### src/rtl/pc_fetch_unit.sv
// Program-counter and branch-resolution stage of the 9-bit RISC CPU.
// Run/halt control, absolute-target BNE resolution through a loadable LUT, and a saturating run-cycle counter.
module pc_fetch_unit #(
    parameter int PC_W   = 10,
    parameter int LUT_AW = 5,
    parameter int CNT_W  = 16
) (
    input  logic              clk,
    input  logic              reset,
    input  logic              start,
    input  logic [PC_W-1:0]   start_addr,
    input  logic              stall,
    input  logic              branch_en,
    input  logic              z,
    input  logic [LUT_AW-1:0] target_idx,
    input  logic              halt,
    input  logic              lut_we,
    input  logic [LUT_AW-1:0] lut_waddr,
    input  logic [PC_W-1:0]   lut_wdata,
    output logic [PC_W-1:0]   pc,
    output logic              running,
    output logic              done,
    output logic [CNT_W-1:0]  cycle_cnt
);

    localparam int LUT_N = 1 << LUT_AW;
    localparam logic [CNT_W-1:0] CNT_MAX = {CNT_W{1'b1}};

    typedef enum logic [1:0] {
        S_IDLE,
        S_RUN,
        S_HALTED
    } state_e;

    state_e            state_q, state_d;
    logic [PC_W-1:0]   pc_q, pc_d;
    logic [CNT_W-1:0]  cnt_q, cnt_d;
    logic [PC_W-1:0]   lut_q [LUT_N];
    logic [PC_W-1:0]   lut_rdata;

    // Combinational read of the current contents: a same-cycle write is seen only from the next cycle.
    assign lut_rdata = lut_q[target_idx];

    always_comb begin
        // NOTE: every signal written here gets a default first, so no path leaves it unassigned and no latch is inferred.
        state_d = state_q;
        pc_d    = pc_q;
        cnt_d   = cnt_q;

        unique case (state_q)
            S_IDLE, S_HALTED: begin
                if (start) begin
                    state_d = S_RUN;
                    pc_d    = start_addr;
                    cnt_d   = '0;
                end
            end

            S_RUN: begin
                if (cnt_q != CNT_MAX) begin
                    cnt_d = cnt_q + CNT_W'(1);
                end

                if (stall) begin
                    pc_d = pc_q;
                end else if (halt) begin
                    state_d = S_HALTED;
                end else if (branch_en && !z) begin
                    pc_d = lut_rdata;
                end else begin
                    pc_d = pc_q + PC_W'(1);
                end
            end

            default: begin
                state_d = S_IDLE;
            end
        endcase
    end

    // NOTE: sequential state uses non-blocking assignments so every flop samples pre-edge values regardless of process order.
    always_ff @(posedge clk or posedge reset) begin
        if (reset) begin
            state_q <= S_IDLE;
            pc_q    <= '0;
            cnt_q   <= '0;
        end else begin
            state_q <= state_d;
            pc_q    <= pc_d;
            cnt_q   <= cnt_d;
        end
    end

    // NOTE: the target table must read as zero after reset, so it is built from resettable flops rather than a RAM macro.
    always_ff @(posedge clk or posedge reset) begin
        if (reset) begin
            for (int i = 0; i < LUT_N; i++) begin
                lut_q[i] <= '0;
            end
        end else if (lut_we) begin
            lut_q[lut_waddr] <= lut_wdata;
        end
    end

    assign pc        = pc_q;
    assign running   = (state_q == S_RUN);
    assign done      = (state_q == S_HALTED);
    assign cycle_cnt = cnt_q;

endmodule

### config.mk
export PLATFORM = sky130hd
export DESIGN_NAME = pc_fetch_unit
export DESIGN_NICKNAME = d
export VERILOG_FILES = /design/src/rtl/pc_fetch_unit.sv
export SDC_FILE = /design/constraint.sdc
export NUM_CORES = 1
export LEC_CHECK = 0
export CELL_PAD_IN_SITES_DETAIL_PLACEMENT = 1
export CELL_PAD_IN_SITES_GLOBAL_PLACEMENT = 2
export CORE_ASPECT_RATIO = 0.7
export CORE_MARGIN = 2
export CORE_UTILIZATION = 45
export CTS_CLUSTER_SIZE = 14
export DETAILED_ROUTE_END_ITERATION = 10
export GPL_TIMING_DRIVEN = 0
export PLACE_DENSITY = 0.84
export SKIP_LAST_GASP = 1
export SLEW_MARGIN = 40
export SYNTH_ARGS = -nofsm -noshare
export SYNTH_HDL_FRONTEND = slang
export SYNTH_SLANG_ARGS = --single-unit
### constraint.sdc
create_clock -name clk -period 16.5 [get_ports clk]
set_input_delay 3.3 -clock clk [delete_from_list [all_inputs] [get_ports clk]]
set_output_delay 3.3 -clock clk [all_outputs]
set_load 0.05 [all_outputs]
======== Yosys cells after proc, flatten, opt, wreduce, memory -nomap -nowiden ========
Cells that the tools add are included.
storage, ports and cells
  output and inout bits ................... 28
  input port bits ......................... 38
  register bits ........................... 348
  word-level logic and storage cells ...... 77
cells by class
  equal/unequal tests ..................... 8
  reduce and logical (&&, ||, !) cells .... 9
  bitwise gates (word level) .............. 2
  add/subtract/negate cells ............... 2
  order comparisons ....................... 3
  multiplexer cells ....................... 18
operator list
  cell                                                         count
  bitwise mux 320 bit                                          1
  two-way mux 10 bit                                           7
  binary-select mux 10 bit (select 5 bit)                      1
  demux 10 bit (select 5 bit)                                  1
  two-way mux 16 bit                                           2
  case mux 16 bit (2 select lines)                             1
  case mux 10 bit (2 select lines)                             1
  adder 16 x 1 -> 16 bit (second input constant)               1
  != test 16 bit (second input constant)                       1
  >= comparator 6 bit (second input constant)                  2
  inverter 5 -> 6 bit                                          2
  adder 10 x 1 -> 10 bit (second input constant)               1
  != test 2 bit (second input constant)                        4
  less-than comparator 6 x 1 -> 1 bit (second input constant)  1
  two-way mux 2 bit                                            3
  AND reduction 3 bit                                          2
  case mux 2 bit (2 select lines)                              1
  AND reduction 4 bit                                          1
  equality test 2 x 1 -> 1 bit (second input constant)         1
  equality test 2 bit (second input constant)                  1
  logical AND 1 bit                                            2
  zero test 2 bit                                              1
  != test 2 x 1 -> 1 bit (second input constant)               1
  nonzero test 2 bit                                           1
  2 further kinds                                              2

======== Longest topological paths before layout ========
  depth in word-level cells ............... 8
  depth in mapped cells ................... 8
  gate-level depth less buffers ........... 6

======== Least setup slack after synthesis ========
Ideal clock, no wire load.
  path type ............................... input to register
  from .................................... in target_idx[0]
  to ...................................... reg pc_q[6] (netlist: pc[6])
  path slack .............................. 11690 ps
  path buffers ............................ 3
  stages on the path ...................... 8
  library setup time ...................... 128 ps
  arrival time ............................ 4682 ps
  cell sequence ........................... buf_6 -> buf_6 -> buf_4 -> mux4_2 -> a22oi_1 -> o211ai_1 -> nand4_1 -> nand3_1
on the way
  longest elaborated chain between the ends .. 8
RTL lines
  what                                                    RTL line  text
  start: declaration                                      15        input logic [LUT_AW-1:0] target_idx,
  inverter 5 -> 6 bit (implied by the code)               42        assign lut_rdata = lut_q[target_idx];
  binary-select mux 10 bit (select 5 bit)                 42
  two-way mux 10 bit (implied by the code) (2 in series)  42
  two-way mux 10 bit                                      68        end else if (branch_en && !z) begin
  two-way mux 10 bit                                      66        end else if (halt) begin
  two-way mux 10 bit                                      64        if (stall) begin
  case mux 10 bit (2 select lines)                        50        unique case (state_q)
  end signal: assignment                                  89        pc_q <= pc_d;
  end: declaration                                        36        logic [PC_W-1:0] pc_q, pc_d;
Every way passes these cells. The select of a mux whose other input is x is not followed.
A chain may end at the register's enable or synchronous reset.

======== Final worst setup path ========
  from .................................... reg state_q[0]
  to ...................................... out running
on the way
  longest elaborated chain between the ends .. 1
RTL lines
  what                          RTL line  text
  start: declaration            35        state_e state_q, state_d;
  start signal: assignment      88        state_q <= state_d;
  equality test 2 x 1 -> 1 bit  106       assign running = (state_q == S_RUN);
  end: declaration              21        output logic running,
Every way passes these cells.

==> summary.md <==
| Metric | Value |
|---|---|
| Status | complete, no violations |
| Post-synthesis sequential area ratio | 0.531 |
| Setup violators final | 0 |
| Post-synth top area cell | dfrtp_1 |
| Number of global-route vias before repair | 11,224 |
| Total power | 0.00256 W |
| CTS resizes | 0 |
| Netlist Area Pre-Place | 0.0164 sq mm |
| Final Max Tran Viols | 0 |
| Initial Util | 0.456 |
| Crit path DAT | 2640 ps |
| Final Skew | 16.5 ps |
| Drt first pass iters | 5 |
| GRT Total Usage | 0.259 |
| Post-synth EDFFs | 0 |
| # IOs | 66 |
| Filler cells | 3,467 |
| Worst Path Max Fanout | 10 |
| CTS H-tree lvls | 2 |
| Register bit total from synthesis | 348 |
| Hold Path Class | flip-flop to flip-flop |
| Leading cell type in the layout, fill and taps excluded | dfrtp_1 |
| Die X-Extent | 232 microns |
| Proportion of layout cells with a drive suffix above 1 | 0.351 |
| Commonest cells after routing, fill and taps aside | 348 x dfrtp_1, 250 x mux2_2, 80 x mux2_1 |
| Crit path kind | flip-flop to output port |
| # clock sinks | 348 |
| DRC | 0 |
| Drt total wl | 47.0 mm |
| PortBufs | 59 |
| Predominant post-synthesis flop cell | dfrtp_1 |
| Average vias per placed instance | 6.02 |
| Hold Fails Final Rpt | 0 |
| Total vias in the final route | 10,417 |
| Cells after synthesis | 1,120 |
| Die Ht | 164 microns |
| Largest net degree at the start of global routing | 80 |
| Clk Latency, worst-skew pair | 540 ps |
| CP required | 13,200 ps |
| Nets@finish | 1,261 |
| Least-Margin Pin Slew | 900 ps |
| WHS | 482 ps |
| P&R area growth vs syn | 15.8% |
| Hold_buf cts | 0 |
| PwrDens | 135 mW/mm^2 |
| Peak VDD IR | 0.0645 mV |
| Synth area leaders | dfrtp_1 53%, mux2_2 17%, mux4_2 11%, mux2_1 5.5%, mux2i_1 1.2% |
| Clk root buf | clkbuf_16 |
| Tcrit/Tclk final | 0.360 |
| Post-synthesis cell type count | 57 |
| Mean routed wirelength per cell | 27.2 microns |
| HPWL after detailed placement | 33.5 mm |
| Worst reg-to-reg setup slack | 13,740 ps |
| GPL Wtd Cong | 0.906 |
| DR iter-0 viols | 872 |
| Layout Cells excl Fill | 1,729 |
| Unrepaired setup endpoints after global routing | no |
| Clock transition at path regs | 60 ps |
| Die ar. | 0.0380 sq mm |
| Max_cap viols | 0 |
| Critical Path Source Type | flip-flop |
| N_diodes | 0 |
| CP endpoint kind | output port |
| Slew headroom | 0.394 |
| Core area | 0.0359 sq mm |
| Fmax | 0.168 GHz |
| Top cell type's share of synthesized area | 0.531 |
| Remaining Overflow, GRT | 0 |
| Global-route wire length before repair | 72.6 mm |
| Leak Pwr | 8.24 nW |
| DP Cell Count | 1,663 |
| Yosys Warn Count | 0 |
| CTS buffer count | 36 |
| Initial antenna violation count | 1 |
| Post-CTS setup buffer count | 0 |
| DRT antenna net count | 0 |
| Post-synth ARST share | 1.00 |
| Crit path time final | 5940 ps |
| Syn nets | 1,160 |
| Avg Inst Size Synth | 14.6 sq um |
| Std-Cell Rows | 58 |
| CTS tree | yes |
| Max Root-Sink Buffers | 3 |
kinds of logic (layout without fill, tap and decap cells):
group / count (synthesis) / count (layout) / share of synthesized area
xor+xnor: 14 / 14 / 0.00748
mux: 427 / 427 / 0.346
compound gates: 77 / 77 / 0.0319
flops: 348 / 348 / 0.531
buf+inv: 78 / 207 / 0.0231
simple gates: 174 / 174 / 0.0592
fa+ha+maj: 2 / 2 / 0.00153
power breakdown:
group | internal, W | total, W | switching, W
Sequential | 0.00102 | 0.00113 | 0.000106
Clock | 0.000525 | 0.000881 | 0.000356
Combinational | 0.000265 | 0.000552 | 0.000286
Total | 0.00181 | 0.00256 | 0.000748
path summary, 6_finish.rpt:
path                             from         end  depth (start not counted)
setup / recovery           state_q[0]     running                          5
hold / removal              lut_q[20]   lut_q[20]                          1
setup reg to reg           state_q[1]       pc[6]                          5
hold reg to reg             lut_q[20]   lut_q[20]                          1
max in group asynchronous       reset  state_q[0]                          6
min in group asynchronous       reset  lut_q[216]                          2
per-layer routing:
| layer | share of wire | vias up | track usage |
|---|---|---|---|
| met5 | 0.00085 | - | 0 |
| met4 | 0.022 | 2 | 0.0670 |
| met3 | 0.068 | 78 | 0.0634 |
| met2 | 0.45 | 317 | 0.390 |
| met1 | 0.46 | 5614 | 0.377 |
| li1 | - | 4406 | - |
per-stage QoR:
stage | instance area (sq um) | utilization | TNS, ps | worst slack (ps)
global placement | 17600 | 0.489 | -243970 | -740
CTS | 19000 | 0.528 | 0 | 10540
finish | 19000 | 0.528 | 0 | 10560
detailed placement | 17700 | 0.493 | 0 | 10120
floorplan | 16400 | - | 0 | 3550
global route | 19000 | 0.528 | 0 | 10420
synth_stat cells (3+ instances only):
master	count
nor2_2	8
xor2_1	9
buf_2	11
nand4_1	9
a21oi_1	16
nand3_1	24
a31oi_1	4
o21ai_1	3
mux2i_1	19
nor2_1	23
xnor2_1	5
nor2_4	8
nor2b_1	9
inv_1	4
nor3b_1	6
mux2_2	250
mux2_1	80
mux4_2	78
nand2_1	42
dfrtp_1	348
buf_6	5
and4_1	5
clkbuf_1	46
and3_1	6
nand3b_1	5
o21ai_0	13
nor3_1	10
buf_4	9
nand2b_1	4
a22oi_1	7
nor4_1	4
a221oi_1	4
o211ai_1	11
or3_1	4
worst max-delay path, cell delays in order, from the launching register on:
cell and delay [ps]:
dfrtp_1 350, buf_2 230, nand2b_1 260, inv_2 180
buf_2 250, clkdlybuf4s50_1 850
state kept, by name, indices dropped and copies added, names as in the netlist:
signal,count
lut_q,320
pc,10
state_q,2
cycle_cnt,16
layout make-up:
class,count,area [sq um],share of cell area
Timing Repair Buffer,63,701,0.0369
Buffer,73,360,0.0190
Clock buffer,52,1050,0.0554
Sequential cell,348,8710,0.459
Multi-Input combinational cell,694,7320,0.386
Clock inverter,14,210,0.0111
Inverter,5,26.3,0.00138
Tap cell,480,601,0.0316
No activity file was read; power rests on OpenSTA's default activity.
